### config.mk
export PLATFORM = sky130hd
export DESIGN_NAME = lane_word_sched_flat
export DESIGN_NICKNAME = d
export VERILOG_FILES = /design/src/rtl/lane_word_sched_pkg.sv /design/src/rtl/lane_word_sched_if.sv /design/src/rtl/lane_word_sched_rr_arbiter_4.sv /design/src/rtl/lane_word_sched.sv /design/src/flat_wrapper.sv
export SDC_FILE = /design/constraint.sdc
export NUM_CORES = 1
export LEC_CHECK = 0
export BUFFER_PORTS_ARGS = -buffer_cell sky130_fd_sc_hd__buf_2
export CAP_MARGIN = 20
export CORE_AREA = 2 2 99 101
export DETAILED_ROUTE_END_ITERATION = 7
export DIE_AREA = 0 0 101 103
export GPL_TIMING_DRIVEN = 1
export MAX_ROUTING_LAYER = met4
export SYNTH_ARGS = -nofsm -noshare
export SYNTH_HDL_FRONTEND = slang
export SYNTH_SLANG_ARGS = --single-unit
### constraint.sdc
create_clock -name clk_4f -period 4.6 [get_ports clk_4f]
set_input_delay 0.46 -clock clk_4f [delete_from_list [all_inputs] [get_ports clk_4f]]
set_output_delay 0.46 -clock clk_4f [all_outputs]
set_load 0.03 [all_outputs]
### src/rtl/lane_word_sched_pkg.sv
// Shared types and constants for the four-lane word scheduler that feeds the 8-to-32 packer.
package lane_sched_pkg;

  localparam int NUM_LANES          = 4;
  localparam int LANE_W             = 2;
  localparam int BYTES_PER_WORD_DEF = 4;

  typedef logic [LANE_W-1:0] lane_t;

  typedef enum logic [1:0] {
    ST_IDLE,
    ST_BURST,
    ST_PAD
  } state_t;

  // Byte of lane idx out of the flattened lane data bus.
  function automatic logic [7:0] lane_byte(input logic [8*NUM_LANES-1:0] data, input lane_t idx);
    return data[8*idx +: 8];
  endfunction

endpackage

### src/rtl/lane_word_sched_if.sv
// Byte-lane request side and packer-facing side of the scheduler, bundled as one interface.
interface lane_word_sched_if;
  import lane_sched_pkg::*;

  logic [8*NUM_LANES-1:0] in_data;
  logic [NUM_LANES-1:0]   in_valid;
  logic [NUM_LANES-1:0]   in_ready;
  logic [7:0]             mux_data;
  logic                   mux_valid;
  logic [NUM_LANES-1:0]   grant;
  lane_t                  word_lane;
  logic                   word_start;
  logic                   err_abort;

  // master: the scheduler; slave: the lanes and the packer around it.
  modport master (
    input  in_data, in_valid,
    output in_ready, mux_data, mux_valid, grant, word_lane, word_start, err_abort
  );

  modport slave (
    output in_data, in_valid,
    input  in_ready, mux_data, mux_valid, grant, word_lane, word_start, err_abort
  );

endinterface

### src/rtl/lane_word_sched_rr_arbiter_4.sv
// Combinational round-robin pick: first requester after 'last', wrapping, with 'last' itself lowest.
module rr_arbiter_4
  import lane_sched_pkg::*;
(
  input  logic [NUM_LANES-1:0] req,
  input  lane_t                last,
  output logic [NUM_LANES-1:0] gnt,
  output lane_t                gnt_idx
);

  lane_t cand;

  // NOTE: every always_comb output gets a default before any branch, otherwise a latch is inferred.
  always_comb begin
    gnt     = '0;
    gnt_idx = last;
    cand    = last;
    // Walk from lowest to highest priority so the highest-priority requester is written last.
    for (int k = NUM_LANES; k >= 1; k--) begin
      cand = last + lane_t'(k);
      if (req[cand]) begin
        gnt     = {{(NUM_LANES-1){1'b0}}, 1'b1} << cand;
        gnt_idx = cand;
      end
    end
  end

endmodule

### src/rtl/lane_word_sched.sv
// Shares the byte packer among four lanes one word at a time; pads out a word when its lane stalls.
module lane_word_sched
  import lane_sched_pkg::*;
#(
  parameter int         BYTES_PER_WORD = BYTES_PER_WORD_DEF,
  parameter int         STALL_MAX      = 8,
  parameter logic [7:0] PAD_BYTE       = 8'h00
) (
  input  logic             clk_4f,
  input  logic             reset,
  lane_word_sched_if.master bus
);

  localparam logic [7:0] CNT_LAST   = 8'(BYTES_PER_WORD - 1);
  localparam logic [7:0] STALL_LAST = 8'(STALL_MAX - 1);

  state_t               state_q, state_d;
  logic [NUM_LANES-1:0] grant_q, grant_d;
  lane_t                idx_q, idx_d;
  lane_t                last_q, last_d;
  logic [7:0]           cnt_q, cnt_d;
  logic [7:0]           stall_q, stall_d;
  logic [7:0]           mux_data_q, mux_data_d;
  logic                 mux_valid_q, mux_valid_d;
  lane_t                word_lane_q, word_lane_d;
  logic                 word_start_q, word_start_d;
  logic                 err_abort_q, err_abort_d;

  logic [NUM_LANES-1:0] in_ready;
  logic                 pop;
  logic [NUM_LANES-1:0] arb_gnt;
  lane_t                arb_idx;
  lane_t                arb_last;

  assign in_ready = (state_q == ST_BURST) ? (grant_q & bus.in_valid) : '0;
  assign pop      = |in_ready;
  // At the end of a burst the lane just served becomes the pointer for the same-cycle re-arbitration.
  assign arb_last = (state_q == ST_BURST) ? idx_q : last_q;

  rr_arbiter_4 u_arb (
    .req     (bus.in_valid),
    .last    (arb_last),
    .gnt     (arb_gnt),
    .gnt_idx (arb_idx)
  );

  always_comb begin
    state_d      = state_q;
    grant_d      = grant_q;
    idx_d        = idx_q;
    last_d       = last_q;
    cnt_d        = cnt_q;
    stall_d      = stall_q;
    mux_data_d   = mux_data_q;
    mux_valid_d  = 1'b0;
    word_lane_d  = word_lane_q;
    word_start_d = 1'b0;
    err_abort_d  = 1'b0;

    case (state_q)
      ST_IDLE: begin
        if (|bus.in_valid) begin
          grant_d = arb_gnt;
          idx_d   = arb_idx;
          state_d = ST_BURST;
        end
      end

      ST_BURST: begin
        if (pop) begin
          mux_data_d  = lane_byte(bus.in_data, idx_q);
          mux_valid_d = 1'b1;
          stall_d     = '0;
          if (cnt_q == '0) begin
            word_start_d = 1'b1;
            word_lane_d  = idx_q;
          end
          if (cnt_q == CNT_LAST) begin
            cnt_d  = '0;
            last_d = idx_q;
            if (|bus.in_valid) begin
              grant_d = arb_gnt;
              idx_d   = arb_idx;
            end else begin
              grant_d = '0;
              state_d = ST_IDLE;
            end
          end else begin
            cnt_d = cnt_q + 8'd1;
          end
        end else begin
          stall_d = stall_q + 8'd1;
          if (stall_q == STALL_LAST) state_d = ST_PAD;
        end
      end

      ST_PAD: begin
        mux_data_d  = PAD_BYTE;
        mux_valid_d = 1'b1;
        // Stall count is non-zero only on the first pad cycle.
        err_abort_d = (stall_q != '0);
        stall_d     = '0;
        if (cnt_q == '0) begin
          word_start_d = 1'b1;
          word_lane_d  = idx_q;
        end
        if (cnt_q == CNT_LAST) begin
          cnt_d   = '0;
          last_d  = idx_q;
          grant_d = '0;
          state_d = ST_IDLE;
        end else begin
          cnt_d = cnt_q + 8'd1;
        end
      end

      default: state_d = ST_IDLE;
    endcase
  end

  // NOTE: sequential state uses non-blocking assignments so every register samples pre-edge values.
  always_ff @(posedge clk_4f) begin
    if (!reset) begin
      state_q      <= ST_IDLE;
      grant_q      <= '0;
      idx_q        <= '0;
      last_q       <= lane_t'(NUM_LANES - 1);
      cnt_q        <= '0;
      stall_q      <= '0;
      mux_data_q   <= '0;
      mux_valid_q  <= 1'b0;
      word_lane_q  <= '0;
      word_start_q <= 1'b0;
      err_abort_q  <= 1'b0;
    end else begin
      state_q      <= state_d;
      grant_q      <= grant_d;
      idx_q        <= idx_d;
      last_q       <= last_d;
      cnt_q        <= cnt_d;
      stall_q      <= stall_d;
      mux_data_q   <= mux_data_d;
      mux_valid_q  <= mux_valid_d;
      word_lane_q  <= word_lane_d;
      word_start_q <= word_start_d;
      err_abort_q  <= err_abort_d;
    end
  end

  assign bus.in_ready   = in_ready;
  assign bus.mux_data   = mux_data_q;
  assign bus.mux_valid  = mux_valid_q;
  assign bus.grant      = grant_q;
  assign bus.word_lane  = word_lane_q;
  assign bus.word_start = word_start_q;
  assign bus.err_abort  = err_abort_q;

endmodule

### src/flat_wrapper.sv
// flat-port wrapper written by rule: the top's interface ports become plain ports
module lane_word_sched_flat import lane_sched_pkg::*;
#(
  parameter int         BYTES_PER_WORD = BYTES_PER_WORD_DEF,
  parameter int         STALL_MAX      = 8,
  parameter logic [7:0] PAD_BYTE       = 8'h00
)
  (clk_4f, reset, bus_in_data, bus_in_valid, bus_in_ready, bus_mux_data, bus_mux_valid, bus_grant, bus_word_lane, bus_word_start, bus_err_abort);
  lane_word_sched_if bus_i ();
  input  logic clk_4f;
  input  logic reset;
  input wire logic [$bits(bus_i.in_data)-1:0] bus_in_data;
  input wire logic [$bits(bus_i.in_valid)-1:0] bus_in_valid;
  output wire logic [$bits(bus_i.in_ready)-1:0] bus_in_ready;
  output wire logic [$bits(bus_i.mux_data)-1:0] bus_mux_data;
  output wire logic [$bits(bus_i.mux_valid)-1:0] bus_mux_valid;
  output wire logic [$bits(bus_i.grant)-1:0] bus_grant;
  output wire logic [$bits(bus_i.word_lane)-1:0] bus_word_lane;
  output wire logic [$bits(bus_i.word_start)-1:0] bus_word_start;
  output wire logic [$bits(bus_i.err_abort)-1:0] bus_err_abort;
  assign bus_i.in_data = bus_in_data;
  assign bus_i.in_valid = bus_in_valid;
  assign bus_in_ready = bus_i.in_ready;
  assign bus_mux_data = bus_i.mux_data;
  assign bus_mux_valid = bus_i.mux_valid;
  assign bus_grant = bus_i.grant;
  assign bus_word_lane = bus_i.word_lane;
  assign bus_word_start = bus_i.word_start;
  assign bus_err_abort = bus_i.err_abort;
  lane_word_sched #(.BYTES_PER_WORD(BYTES_PER_WORD), .STALL_MAX(STALL_MAX), .PAD_BYTE(PAD_BYTE)) u_core (.clk_4f(clk_4f), .reset(reset), .bus(bus_i));
endmodule
==> results of run 1 <==
==> per-layer routing <==
layer  share of wire  track usage  up-vias
met1            0.45       0.1281     1002
met5               0            -        -
met4           0.011      0.03119        0
li1                -            -     1042
met3           0.066      0.01966        6
met2            0.47       0.1954       64
==> worst register-to-register path, cell delays in order, from the launching register on <==
cell and delay (ns):
dfxtp_1 0.33, inv_1 0.10, ha_1 0.36, mux2i_2 0.50
inv_2 0.10, ha_1 0.35, mux4_2 0.41, a21oi_1 0.16
nand3_1 0.10, a32o_1 0.25
==> worst paths after layout <==
path	start	to	cells after the start
max	u_core.state_q[1]	u_core.bus.grant[0]	9
min	u_core.bus.word_lane[0]	u_core.bus.word_lane[0]	2
max reg2reg	u_core.state_q[1]	u_core.bus.grant[0]	9
min reg2reg	u_core.bus.word_lane[0]	u_core.bus.word_lane[0]	2
==> power breakdown <==
part | switching [uW] | internal (uW)
clock network | 123 | 161
registers | 66.7 | 385
logic | 421 | 329
==> layout make-up <==
class / count / area share
Clock buffer: 5 / 0.02411
Clock inverter: 3 / 0.01534
Inverter: 10 / 0.01578
Multi-Input combinational cell: 197 / 0.5169
Sequential cell: 39 / 0.2736
Tap cell: 114 / 0.04998
Timing Repair Buffer: 59 / 0.1043
==> cell usage in the layout, fill, tap and decap left out, types with 4 or more instances in the layout <==
cell type / synthesis / routed
a21oi_1: 13 / 13
a22oi_1: 11 / 11
a32o_1: 4 / 4
and3_1: 10 / 10
buf_2: 5 / 58
clkbuf_8: 0 / 5
dfxtp_1: 39 / 39
ha_1: 12 / 12
inv_1: 8 / 8
mux2i_1: 4 / 4
mux4_2: 11 / 11
nand2_1: 14 / 14
nand2b_1: 12 / 12
nand3_1: 14 / 14
nand4_1: 6 / 6
nor2_1: 20 / 20
nor2b_1: 15 / 15
o21ai_0: 12 / 12
xor2_1: 8 / 8
==> metrics by stage <==
step | cells | hold slack [ns] | setup WS (ns) | utilization
6_report | 427 | 0.4788 | 1.857 | 0.3017
2_1_floorplan | 258 | 0.4581 | 2.208 | -
4_1_cts | 427 | 0.4862 | 1.881 | 0.3017
3_3_place_gp | 419 | 0.4718 | 1.983 | 0.2898
5_1_grt | 427 | 0.5191 | 1.665 | 0.3017
3_5_place_dp | 419 | 0.4751 | 1.896 | 0.2898
==> logic make-up after synthesis <==
family,synth area share
AOI/OAI and AO/OA,0.1437
xor gates and xnor gates,0.04083
adders and majority gates,0.06363
buffers and inverters,0.04400
DFF,0.3309
muxes,0.1389
and+or+nand+nor,0.2381
==> sequential cells by signal (all words and copies together) (netlist names) <==
name                   flops
u_core.bus.word_lane       2
u_core.bus.grant           4
u_core.cnt_q               8
u_core.bus.mux_data        8
u_core.last_q              2
u_core.bus.mux_valid       1
u_core.idx_q               2
u_core.stall_q             8
u_core.bus.word_start      1
u_core.state_q             2
u_core.bus.err_abort       1
==> results.cfg, run 1 <==
[logic_synthesis]
synth_top_area_cell = dfxtp_1
top_cells_by_area_synth = dfxtp_1 33%, mux4_2 10%, ha_1 6.4%, nor2b_1 4.0%, a22oi_1 3.5%
synth_seq_area_share = 0.3309
yosys_most_used_dff = dfxtp_1
synthDominantCellAreaShare = 0.3309
postSynthRegisterBits = 39
synth_cell_types = 45
synthCells = 258
synth-async-reset-ratio = 0
syn_nets = 308
syn_area_mm2 = 0.002360
synth_enable_flop_cells = 0
top_count_cell_post_synth = dfxtp_1
netlist_top_cells_count = 39 x dfxtp_1, 20 x nor2_1, 15 x nor2b_1
avgSynthCellArea_um2 = 9.146
ys_warn_count = 0

[sta]
final_min_period_over_clock_period = 0.5963
number_of_endpoints_with_negative_hold_slack_in_the_final_report = 0
final_worst_clock_skew_ns = 0.004972
max_slew_margin = 0.5404
fmax_mhz = 364.6
period_minus_slack_ns = 2.743
timing_max_transition_violations_final = 0
worstMarginPinSlew_ns = 0.6885
setup_violation_total_in_the_final_timing_report = 0
rsz0062_at_grt = no
totalNegativeSetupSlack_ns = 0

[placement]
placement.io_buffers = 58
dp_hpwl_um = 4294
placement.cell_area_mm2 = 0.002741
last_weighted_congestion_value_of_the_routability_driven_placer = 0.7786

[clock_tree]
clkSinkCount = 39
clk_transition_reported_paths_ns = 0.08
clock_path_buffers = 2
cts.hold.buffers_added = 0
cts.htree.levels = 2
root_buffer = clkbuf_8
cts_buffers = 5
tritoncts = built
cts_setup_buffers = 0
clock_insertion_delay_worst_skew_ns = 0.29
cts_repair_resize_count = 0

[worst_setup_path]
slowest_stage = mux2i_2
crit_family = multiplexers
reg_to_reg_slack_setup_ns = 1.86
worst_endpoint_data_arrival_time_ns = 2.93
worst_setup_path_start_kind = register
path_common_cell = ha_1
crit_type = reg -> reg
critical-path-max-stage-delay_ns = 0.50
cp-end-kind = register
crit_chain = inv_1, ha_1, mux2i_2, inv_2, ha_1, mux4_2, a21oi_1, nand3_1, a32o_1
worst-path-buf-inv = 2
critical_path_required_ns = 4.78
path_max_fanout = 9

[finish]
area_growth_pct = 20.94
multi_input_area_mm2 = 0.001475
register_area_um2 = 780.7
final_area_mm2 = 0.002854
post_route_cells_drive_above_1_share = 0.2780
n_fill_cell = 1010
design.final.nets = 362
diodes = 0

[pwr]
leakage_component_of_the_power_uw = 0.001193
worst_ir_drop_vdd_mv = 0.2298
power_uw = 1487
power_density_mw_per_mm2 = 521.1

[global_routing]
grt_start_max_net_pins = 27
grt_antenna_before_repair = 0
vias_in_the_first_global_route = 1984
wire_length_of_the_first_global_routing_pass_um = 9011
overall_fraction_of_global_route_tracks_in_use = 0.1102
grt.overflow.total = 0

[routing]
drt-initial-drc-count = 75
routed-via-count = 2114
wirelength_um = 5599
first_pass_iters = 4
detail_route.vias_per_cell = 4.951
postRouteAntennaNets = 0
drt-wirelength-per-cell_um = 13.11
detail_route.drc_violations = 0

[floorplan]
boundaryPins = 59
floorplan.die_area_mm2 = 0.01040
dieWidth_um = 101
die_h_um = 103
core.rowCount = 36
initial_util = 0.2495
core_area_mm2 = 0.009459

[run]
maxCapViolCount = 0

[min_path]
worstHoldPathType = reg -> reg

[run_status]
status = finished, final reports clean
Power figures use the tool's default switching activity.
==> run 2: changes to the inputs <==
Clock period 4.6 ns to 2.2 ns, I/O delays scaled along.
==> run 2 against run 1 <==
Net effect:
- worst setup slack lost 1.9 ns
- first-iteration DRC count grew 4.0%
- clock skew grew 0.0054 ns
- largest cell class unchanged
- wire length grew 6.6%
==> results.cfg, run 2 (synthesized netlist as in run 1, its figures left out) <==
[sta]
max_slew_margin = 0.6680
setup_violation_total_in_the_final_timing_report = 0
totalNegativeSetupSlack_ns = 0
worstMarginPinSlew_ns = 0.4947
worst_slack_ns = 0.005988
timing_max_transition_violations_final = 0
period_minus_slack_ns = 2.194
final_min_period_over_clock_period = 0.9973
fmax_mhz = 455.8
number_of_endpoints_with_negative_hold_slack_in_the_final_report = 0
final_worst_clock_skew_ns = 0.01035
rsz0062_at_grt = yes

[finish]
finalCoreUtilization = 0.3230
post_route_cells_drive_above_1_share = 0.3424
layout.cells.most_common = buf_2
n_fill_cell = 975
layout.cells.most_common_list = 58 x buf_2, 37 x dfxtp_1, 20 x nor2_1
final_area_mm2 = 0.003055
final_cells = 444
diodes = 0
area_growth_pct = 29.48
design.final.nets = 379

[routing]
routed-via-count = 2178
drt-initial-drc-count = 78
postRouteAntennaNets = 0
first_pass_iters = 5
drt-wirelength-per-cell_um = 13.44
detail_route.drc_violations = 0
wirelength_um = 5968
detail_route.vias_per_cell = 4.905

[pwr]
p_clk_frac = 0.178
logic_gate_share_of_total_power = 0.564
netSwitchingFraction = 0.4040
leakage_component_of_the_power_uw = 0.001283
worst_ir_drop_vdd_mv = 0.3439
total_switching_power_uw = 1394
power_density_mw_per_mm2 = 1130
int_power_uw = 2057
seq_power_share = 0.258

[placement]
dpl.cell_count = 431
dp_hpwl_um = 4330
placement.cell_area_mm2 = 0.002879
last_weighted_congestion_value_of_the_routability_driven_placer = 0.8241
detailedPlace.worstSlack_ns = -0.002494
placement.io_buffers = 58

[worst_setup_path]
worst_endpoint_data_arrival_time_ns = 2.38
critical-path-max-stage-delay_ns = 0.41
cp-end-kind = register
capturing_point_of_the_worst_reg2reg_path = u_core.bus.grant[0]
reg_to_reg_slack_setup_ns = 0.006
crit_chain = inv_2, ha_4, mux2_4, ha_4, mux4_2, a21oi_2, nand3_1, a32o_1
critical_path_required_ns = 2.39
path_common_cell = ha_4
worst_setup_path_start_kind = register
crit_type = reg -> reg
worst-path-buf-inv = 1
crit_family = multiplexers
slowest_stage = mux4_2
worstSetupStartpoint = u_core.state_q[1]
r2r-start = u_core.state_q[1]
r2r_cells = 8
path_max_fanout = 8

[min_path]
worstHoldPathType = in -> reg
worst_hold_path.num_cells = 2
hold_path_end = u_core.last_q[0]
min-delay-start = reset

[floorplan]
boundaryPins = 59
core.rowCount = 36
die_h_um = 103
floorplan.die_area_mm2 = 0.01040
initial_util = 0.2495
dieWidth_um = 101
core_area_mm2 = 0.009459

[clock_tree]
cts_buffers = 5
clock_insertion_delay_worst_skew_ns = 0.30
cts.htree.levels = 2
tritoncts = built
clock_path_buffers = 2
root_buffer = clkbuf_8
cts.hold.buffers_added = 0
clk_transition_reported_paths_ns = 0.09
clkSinkCount = 39

[run]
maxCapViolCount = 0

[global_routing]
wire_length_of_the_first_global_routing_pass_um = 9370
grt_antenna_before_repair = 0
vias_in_the_first_global_route = 1996
grt_start_max_net_pins = 27
overall_fraction_of_global_route_tracks_in_use = 0.1170
grt.overflow.total = 0

[run_status]
status = finished, final reports clean
-- run 2: stage by stage --
stage | total power (uW) | hold slack, ns
5_1_grt | 3708 | 0.3445
6_report | 3451 | 0.2984
3_5_place_dp | 2757 | 0.4761
3_3_place_gp | 2735 | 0.4656
2_1_floorplan | 2284 | 0.3725
4_1_cts | 3459 | 0.3186
-- run 2: per-layer routing --
layer	track usage	vias to the layer above	routed length, um
li1	-	1074	-
met2	0.1933	55	2942
met3	0.02576	9	292
met5	-	-	0
met4	0.04574	0	80
met1	0.1394	1040	2652
-- run 2: worst max path at each step --
stage / end / slack (ns) / cells past startpoint
final: u_core.bus.grant[0] / 0.006 / 8
after global placement: u_core.bus.grant[1] / 0.03 / 8
after global routing: u_core.bus.grant[0] / -0.07 / 8
after CTS: u_core.bus.grant[0] / 0.007 / 7
after detailed placement: u_core.bus.grant[0] / -0.002 / 8
after floorplan: u_core.bus.grant[1] / -0.04 / 9
-- run 2: layout make-up --
type / count / area (um2) / share of cell area
inverters: 10 / 45.04 / 0.01474
repair buffers: 76 / 437.9 / 0.1433
well taps: 114 / 142.6 / 0.04668
flip-flops and latches: 39 / 785.8 / 0.2572
multi-input cells: 197 / 1531 / 0.5012
clock inverters: 3 / 43.79 / 0.01433
clock buffers: 5 / 68.82 / 0.02252
-- run 2: worst register-to-register path, cell delays in order, from the launching register on --
cell,delay [ns]
dfxtp_2,0.35
inv_2,0.05
ha_4,0.17
mux2_4,0.35
ha_4,0.29
mux4_2,0.41
a21oi_2,0.14
nand3_1,0.08
a32o_1,0.25
-- run 2: power groups by stage --
| stage | registers [uW] | logic, uW | clock network (uW) |
|---|---|---|---|
| 2_1_floorplan | 983 | 1300 | 0 |
| 3_3_place_gp | 905 | 1830 | 0 |
| 3_5_place_dp | 908 | 1850 | 0 |
| 4_1_cts | 890 | 1930 | 637 |
| 5_1_grt | 909 | 2140 | 661 |
| 6_report | 892 | 1950 | 613 |
-- run 2: repair_timing --
action,in CTS,in global routing
setup buffers,4,1
gates cloned,0,0
setup endpoints to repair,4,13
resized for setup,0,3
pin swaps,0,2
==> run 3: changes to the inputs <==
Settings changed: MAX_ROUTING_LAYER met4 to unset.
Clock period 2.2 ns to 2.25 ns, I/O delays scaled along.
==> run 3 against run 2 <==
Net effect:
- utilization decreased by 0.22 points
- clock skew increased by 0.0014 ns
- sequential power decreased by 2%
- global-route usage decreased by 0.46 points
==> results.cfg, run 3 (synthesized netlist as in run 1, its figures left out) <==
[run_status]
status = finished, final reports clean

[floorplan]
dieWidth_um = 101
core_area_mm2 = 0.009459
initial_util = 0.2495
die_h_um = 103
floorplan.die_area_mm2 = 0.01040
core.rowCount = 36
boundaryPins = 59

[worst_setup_path]
r2r_cells = 8
path_max_fanout = 5
worst_endpoint_data_arrival_time_ns = 2.42
worst_setup_path_start_kind = register
crit_type = reg -> reg
cp-end-kind = register
critical_path_required_ns = 2.46

[finish]
diodes = 0
final_area_mm2 = 0.003034
layout.cells.most_common_list = 58 x buf_2, 37 x dfxtp_1, 20 x nor2_1
area_growth_pct = 28.58
design.final.nets = 375
layout.cells.most_common = buf_2
post_route_cells_drive_above_1_share = 0.3313

[global_routing]
overall_fraction_of_global_route_tracks_in_use = 0.1125
vias_in_the_first_global_route = 2043
grt.overflow.total = 0
wire_length_of_the_first_global_routing_pass_um = 9384
grt_start_max_net_pins = 27
grt_antenna_before_repair = 0

[clock_tree]
cts.htree.levels = 2
cts_buffers = 5
root_buffer = clkbuf_8
clkSinkCount = 39
clock_insertion_delay_worst_skew_ns = 0.30
tritoncts = built
clk_transition_reported_paths_ns = 0.09
clock_path_buffers = 2
cts.hold.buffers_added = 0

[pwr]
worst_ir_drop_vdd_mv = 0.3737
leakage_component_of_the_power_uw = 0.001270
power_uw = 3378
power_density_mw_per_mm2 = 1113

[sta]
timing_max_transition_violations_final = 0
worstMarginPinSlew_ns = 0.4702
max_slew_margin = 0.6844
period_minus_slack_ns = 2.211
final_worst_clock_skew_ns = 0.01175
final_min_period_over_clock_period = 0.9828
fmax_mhz = 452.2
rsz0062_at_grt = yes
setup_violation_total_in_the_final_timing_report = 0
number_of_endpoints_with_negative_hold_slack_in_the_final_report = 0

[routing]
drt-wirelength-per-cell_um = 13.68
postRouteAntennaNets = 0
routed-via-count = 2158
detail_route.drc_violations = 0
detail_route.vias_per_cell = 4.905
drt-initial-drc-count = 70
wirelength_um = 6018
first_pass_iters = 4

[min_path]
worstHoldPathType = in -> reg
worst_hold_path.num_cells = 2

[placement]
dp_hpwl_um = 4407
placement.io_buffers = 58
last_weighted_congestion_value_of_the_routability_driven_placer = 0.7958
placement.cell_area_mm2 = 0.002841

[run]
maxCapViolCount = 0
-- run 3: changes by cell type in the layout (fill, tap and decap cells not counted), sizes merged --
cell,previous run,this run
buf,76,71
mux4,11,12
-- run 3: path summary, 6_finish.rpt --
| check | from | endpoint | slack, ns |
|---|---|---|---|
| setup / recovery | u_core.state_q[1] | u_core.bus.grant[2] | 0.04 |
| hold / removal | reset | u_core.last_q[0] | 0.31 |
| setup reg to reg | u_core.state_q[1] | u_core.bus.grant[2] | 0.04 |
| hold reg to reg | u_core.bus.word_lane[1] | u_core.bus.word_lane[1] | 0.49 |
-- run 3: power by group --
| part | internal [uW] | total [uW] | switching [uW] | leakage, uW |
|---|---|---|---|---|
| Clock | 331 | 609 | 278 | 0.0000581 |
| Combinational | 877 | 1890 | 1020 | 0.000895 |
| Sequential | 791 | 876 | 84.7 | 0.000317 |
-- run 3: area by class of cell --
cell class | count | area [um2]
clock buffers | 5 | 68.82
multi-input cells | 198 | 1550
clock inverters | 3 | 43.79
well taps | 114 | 142.6
inverters | 10 | 45.04
repair buffers | 71 | 400.4
fillers | 984 | 6425
flip-flops and latches | 39 | 783.3
-- run 3: metal layers --
layer / vias to the layer above / part of all wire / track usage / wire length, um
li1: 1070 / - / - / -
met1: 1029 / 0.45 / 0.1384 / 2730
met2: 52 / 0.49 / 0.1933 / 2934
met3: 7 / 0.047 / 0.03322 / 280
met4: 0 / 0.012 / 0.02911 / 73
met5: - / 0 / 0 / 0
-- run 3: critical path: stages (launching register included) --
cell     delay, ns
dfxtp_2       0.34
inv_2         0.08
ha_4          0.17
mux2_4        0.36
ha_4          0.30
mux4_2        0.39
a21oi_2       0.15
nand3_1       0.08
a32o_1        0.26
-- run 3: what timing repair did --
item                       CTS  global route
pin swaps                    1            10
resized for setup            0             1
gates cloned                 1             0
setup endpoints to repair    4             5
setup buffers                1             4
-- run 3: per-stage QoR --
stage	cells	setup slack, ns	util	TNS [ns]	hold WS [ns]
after floorplan	258	0.001068	-	0	0.3775
after global placement	426	0.02516	0.3004	0	0.4695
after detailed placement	426	-0.03974	0.3004	-0.1069	0.4905
after CTS	436	0.03196	0.3159	0	0.3104
after global routing	440	-0.04068	0.3208	-0.1397	0.3254
final	440	0.03876	0.3208	0	0.3085
